## src/rtl/core_clock_ctrl.sv

```systemverilog
// Tick generator for the CPU core. It produces a one-cycle clock enable at a fixed rate while running.
// It supports halt and single-step from two debounced buttons, plus a level halt request from the core.
module core_clock_ctrl #(
    parameter int INPUT_CLOCK  = 16_000_000,
    parameter int OUTPUT_CLOCK = 1,
    parameter int DEBOUNCE_MS  = 10
) (
    input  logic       i_clk,
    input  logic       i_rst_n,
    input  logic       i_btn_run,
    input  logic       i_btn_step,
    input  logic       i_halt_req,
    output logic       o_tick,
    output logic [1:0] o_state,
    output logic       o_led_run
);

    localparam int PERIOD     = INPUT_CLOCK / OUTPUT_CLOCK;
    localparam int DEB_CYCLES = INPUT_CLOCK / 1000 * DEBOUNCE_MS;
    localparam int RC_W       = (PERIOD > 1) ? $clog2(PERIOD) : 1;
    localparam int DC_W       = (DEB_CYCLES > 1) ? $clog2(DEB_CYCLES) : 1;
    localparam logic [RC_W-1:0] RC_MAX = RC_W'(PERIOD - 1);
    localparam logic [DC_W-1:0] DC_MAX = DC_W'(DEB_CYCLES - 1);

    typedef enum logic [1:0] {
        ST_HALT = 2'b00,
        ST_RUN  = 2'b01,
        ST_STEP = 2'b10
    } state_t;

    // Bit 0 carries the run button and bit 1 carries the step button.
    logic [1:0]      w_btn;
    logic [1:0]      r_sync1;
    logic [1:0]      r_sync2;
    logic [1:0]      r_db;
    logic [1:0]      r_db_d;
    logic [1:0]      r_press;
    logic [DC_W-1:0] r_dc [2];

    state_t          r_state;
    logic [RC_W-1:0] r_rc;
    logic            r_tick;
    logic            r_led;

    assign w_btn = {i_btn_step, i_btn_run};

    // Synchronise, debounce and edge-detect both buttons; a press is the registered db rising edge.
    always_ff @(posedge i_clk or negedge i_rst_n) begin
        if (!i_rst_n) begin
            r_sync1 <= 2'b00;
            r_sync2 <= 2'b00;
            r_db    <= 2'b00;
            r_db_d  <= 2'b00;
            r_press <= 2'b00;
            for (int i = 0; i < 2; i++) begin
                r_dc[i] <= '0;
            end
        end else begin
            r_sync1 <= w_btn;
            r_sync2 <= r_sync1;
            r_db_d  <= r_db;
            r_press <= r_db & ~r_db_d;
            for (int i = 0; i < 2; i++) begin
                if (r_sync2[i] == r_db[i]) begin
                    r_dc[i] <= '0;
                end else if (r_dc[i] == DC_MAX) begin
                    r_db[i] <= r_sync2[i];
                    r_dc[i] <= '0;
                end else begin
                    r_dc[i] <= r_dc[i] + DC_W'(1);
                end
            end
        end
    end

    // Run/halt/step state machine with the rate counter; tick and LED are registered alongside state.
    always_ff @(posedge i_clk or negedge i_rst_n) begin
        if (!i_rst_n) begin
            r_state <= ST_HALT;
            r_rc    <= '0;
            r_tick  <= 1'b0;
            r_led   <= 1'b0;
        end else begin
            r_tick <= 1'b0;
            r_led  <= 1'b0;
            case (r_state)
                ST_HALT: begin
                    r_rc <= '0;
                    if (r_press[0]) begin
                        r_state <= ST_RUN;
                        r_led   <= 1'b1;
                    end else if (r_press[1]) begin
                        r_state <= ST_STEP;
                        r_tick  <= 1'b1;
                    end else begin
                        r_state <= ST_HALT;
                    end
                end
                ST_RUN: begin
                    // A halt decided this cycle suppresses the tick even at the wrap point.
                    if (r_press[0] || i_halt_req) begin
                        r_state <= ST_HALT;
                        r_rc    <= '0;
                    end else begin
                        r_state <= ST_RUN;
                        r_led   <= 1'b1;
                        if (r_rc == RC_MAX) begin
                            r_rc   <= '0;
                            r_tick <= 1'b1;
                        end else begin
                            r_rc <= r_rc + RC_W'(1);
                        end
                    end
                end
                ST_STEP: begin
                    r_state <= ST_HALT;
                    r_rc    <= '0;
                end
                default: begin
                    r_state <= ST_HALT;
                    r_rc    <= '0;
                end
            endcase
        end
    end

    assign o_tick    = r_tick;
    assign o_state   = r_state;
    assign o_led_run = r_led;

endmodule

```

## config.mk

```make
export PLATFORM = sky130hd
export DESIGN_NAME = core_clock_ctrl
export DESIGN_NICKNAME = d
export VERILOG_FILES = /design/src/rtl/core_clock_ctrl.sv
export SDC_FILE = /design/constraint.sdc
export NUM_CORES = 1
export LEC_CHECK = 0
export CORE_AREA = 2 2 76 78
export DETAILED_ROUTE_END_ITERATION = 6
export DIE_AREA = 0 0 78 80
export GPL_TIMING_DRIVEN = 1
export PLACE_DENSITY = 0.82
export SLEW_MARGIN = 20
export SYNTH_ARGS = -nofsm -noshare
export SYNTH_HDL_FRONTEND = slang
export SYNTH_SLANG_ARGS = --single-unit
```

## constraint.sdc

```tcl
create_clock -name i_clk -period 4.8 [get_ports i_clk]
set_input_delay 0.96 -clock i_clk [delete_from_list [all_inputs] [get_ports i_clk]]
set_output_delay 0.96 -clock i_clk [all_outputs]
set_load 0.01 [all_outputs]
```

==> impl_metrics.csv <==
group,metric,value,unit
outcome,outcome,"completed",
synth,synth_compound_area_share,7.03,%
worst_setup_path,start_kind,"register",
die,die_x,78,µm
cts,ctsHoldBuffers,0,
die,core.rowCount,27,
synth,synthesis.area,3440,µm²
timing,tightest_slew,0.761,ns
cells_and_area,drive_gt1_share,8.12,%
cts,cts_setup_buffers,0,
synth,synth_area_per_cell,10.0,µm²
hold_path,min_path_type,"reg2reg",
synth,synth-seq-area-share,53.2,%
grt,grt_usage,23.0,%
cts,cts-root-buf,"clkbuf_8",
synth,ys_ff_latch,73,
worst_setup_path,critical-path-slowest-cell,"or4b_2",
placed_design,dp_hpwl,4180,µm
worst_setup_path,crit_arrival,2.67,ns
routing,vias,2469,
cts,cts-buffers-inserted,9,
synth,synthMuxAreaShare,0.655,%
synth,synthCells,342,
timing,timing.final.crit_period,2.47,ns
power,powerDensity,310,nW/µm²
cells_and_area,final_cell_area,3770,µm²
cts,cts_tree,"done",
synth,syn_nets,350,
synth,ys.flop_type,"dfrtp_1",
cells_and_area,multi_input_area,1500,µm²
die,ios,9,
placed_design,port_buffers,8,
cells_and_area,areaGrowthSynthToFinish,9.83,%
worst_setup_path,cp-end-kind,"register",
synth,yosys.area_share.simple,24.9,%
synth,synth_edf_count,0,
die,die_area,6240,µm²
timing,max_freq,405,MHz
timing,finClkSkew,0.00796,ns
worst_setup_path,critPathLaunch,"r_rc[12]",
placed_design,gp_congestion,0.796,
timing,grt_setup_unrepaired,"no",
timing,hold_viol_final,0,
synth,synth_top_family_by_area,"simple AND/OR/NAND/NOR gates",
power,leakage,1.42,nW
synth,synth_xor_area_share,9.69,%
cts,numClockSinks,73,
synth,synth.distinct_cells,38,
worst_setup_path,cp_cell_sequence,"or4b_2, nor4_1, a21o_1, nor2_1",
timing,period_share,51.4,%
worst_setup_path,path_max_fanout,22,
timing,drv_slew,0,
die,die_h,80,µm
timing,setup_viol_count_final,0,
timing,slew_headroom,49.3,%
grt,grt_pass1_vias,2455,
cells_and_area,register_area,1830,µm²
flow_run,drv_cap,0,
worst_setup_path,critical-path-top-delay-family,"simple AND/OR/NAND/NOR gates",
hold_path,hold_start,"r_sync1[1]",
grt,grt_first_pass_wirelength,11100,µm
worst_setup_path,slowest_delay,0.70,ns
cts,h-tree-depth,3,
routing,drt-total-wl,6140,µm
worst_setup_path,critPathRequiredTime,5.01,ns
cts,cts.reportedPaths.clkPinSlew,0.08,ns
grt,grt_start_max_net_pins,39,
cells_and_area,final_nets,361,
worst_setup_path,crit_type,"reg2reg",
grt,grt_antenna_before_repair,0,
cells_and_area,diodes,0,
routing,wl_per_cell,14.3,µm
cts,cts_resized,0,
worst_setup_path,crit_buf_inv,0,
cells_and_area,num-fill-cells,404,
die,initial_utilization,63.6,%
grt,grt_overflow,0,
routing,drc,0,
routing,detail_route.iter0.violations,201,
synth,async_flop_share,100,%
synth,synth_adder_area_share,1.09,%
cts,clk_latency,0.34,ns
timing,fin_tns_setup,0,ns
placed_design,dpl_cell_area,3560,µm²
worst_setup_path,r2r-start,"r_rc[12]",
routing,drtPass1Iterations,4,
routing,vias_per_cell,5.76,
cts,clockBufferDepth,2,
routing,antenna_left,0,
power,ir_drop,207,µV
synth,ys_warn_count,0,
die,core_area,5410,µm²
==> worst paths after layout <==
| check | endpoint | slack [ns] | cells past startpoint |
|---|---|---|---|
| max | r_rc[4] | 2.33 | 4 |
| max reg2reg | r_rc[4] | 2.33 | 4 |
| min | r_sync2[1] | 0.35 | 0 |
| min in group asynchronous | r_dc[13] | 0.68 | 1 |
| max in group asynchronous | r_dc[33] | 3.16 | 2 |
| min reg2reg | r_sync2[1] | 0.35 | 0 |
==> routing by layer <==
metal | wire length [µm] | GRT usage [%] | share of wire, %
met1 | 2900 | 29.8 | 47
met5 | 0 | 0 | 0
met3 | 187 | 6.67 | 3.0
met2 | 2940 | 36.2 | 48
met4 | 112 | 10.5 | 1.8
==> flip-flops by register name, indices dropped and copies added (netlist names) <==
signal / count
r_db_d: 2
o_tick: 1
r_sync2: 2
r_sync1: 2
o_state: 2
r_press: 2
r_rc: 24
r_db: 2
r_dc: 36
==> kinds of logic after synthesis <==
family / Yosys count
AO/OA/AOI/OAI: 41
XOR/XNOR: 38
adder cells (fa/ha/maj): 3
buffers and inverters: 27
flip-flops: 73
multiplexers: 2
AND/OR/NAND/NOR: 158
==> power breakdown <==
group | leakage (nW) | total, W | switching [W] | internal [W]
clock | 0.102 | 0.000513 | 0.000223 | 0.000290
combinational | 0.317 | 0.0000300 | 0.0000215 | 0.00000846
sequential | 1.01 | 0.000626 | 0.00000539 | 0.000620
==> cell type report <==
class | count | share of cell area, %
sequential | 73 | 48.4
multi-input combinational | 242 | 39.7
clock buffer | 10 | 3.38
tap | 72 | 2.39
timing repair buffer | 9 | 2.19
clock inverter | 5 | 2.16
inverter | 18 | 1.79
==> Yosys cell counts (2+ instances only) <==
library cell / n / share of area, %
dfrtp_1: 73 / 53
nor2_1: 48 / 5.2
xnor2_1: 29 / 7.4
nand3_1: 22 / 3.2
a21oi_1: 18 / 2.6
inv_1: 18 / 2.0
nand2_1: 14 / 1.5
nand4_1: 12 / 2.2
o21ai_0: 12 / 1.7
or4_1: 12 / 2.6
nor4_1: 11 / 2.0
or3_1: 11 / 2.0
nor3_1: 10 / 1.5
xor2_1: 9 / 2.3
o31ai_1: 5 / 1.1
buf_2: 3 / 0.44
clkbuf_1: 3 / 0.33
ha_1: 3 / 1.1
a31o_2: 2 / 0.51
and3_1: 2 / 0.36
and4_1: 2 / 0.51
buf_4: 2 / 0.44
mux2_2: 2 / 0.66
nand3_4: 2 / 1.0
nor2b_1: 2 / 0.36
nor4b_1: 2 / 0.51
or2_2: 2 / 0.36
==> cell usage in the layout, fill, tap and decap left out, types with 2 or more instances in the layout <==
master           synthesis  routed
xnor2_1                 29      29
nand3_1                 22      22
inv_1                   18      18
bufinv_16                0       2
o31ai_1                  5       5
dfrtp_1                 73      73
a31o_2                   2       2
nand3_4                  2       2
ha_1                     3       3
clkdlybuf4s50_1          0       7
nand4_1                 12      12
xor2_1                   9       9
clkbuf_8                 0       9
nand2_1                 14      14
o21ai_0                 12      12
a21oi_1                 18      18
nor2b_1                  2       2
or4_1                   12      12
nor4b_1                  2       2
nor4_1                  11      11
and3_1                   2       2
and4_1                   2       2
mux2_2                   2       2
nor3_1                  10      10
or2_2                    2       2
or3_1                   11      11
nor2_1                  48      48
==> metrics by stage <==
step	util (%)	setup WS, ns	hold slack [ns]	instances	power (W)
floorplan	-	2.73	0.331	342	0.000650
global placement	65.8	2.10	0.333	414	0.000667
detailed placement	65.8	2.06	0.336	414	0.000669
CTS	69.7	2.31	0.353	429	0.00118
global route	69.8	2.19	0.359	429	0.00121
finish	69.8	2.33	0.351	429	0.00117
No activity file was read; power rests on OpenSTA's default activity.
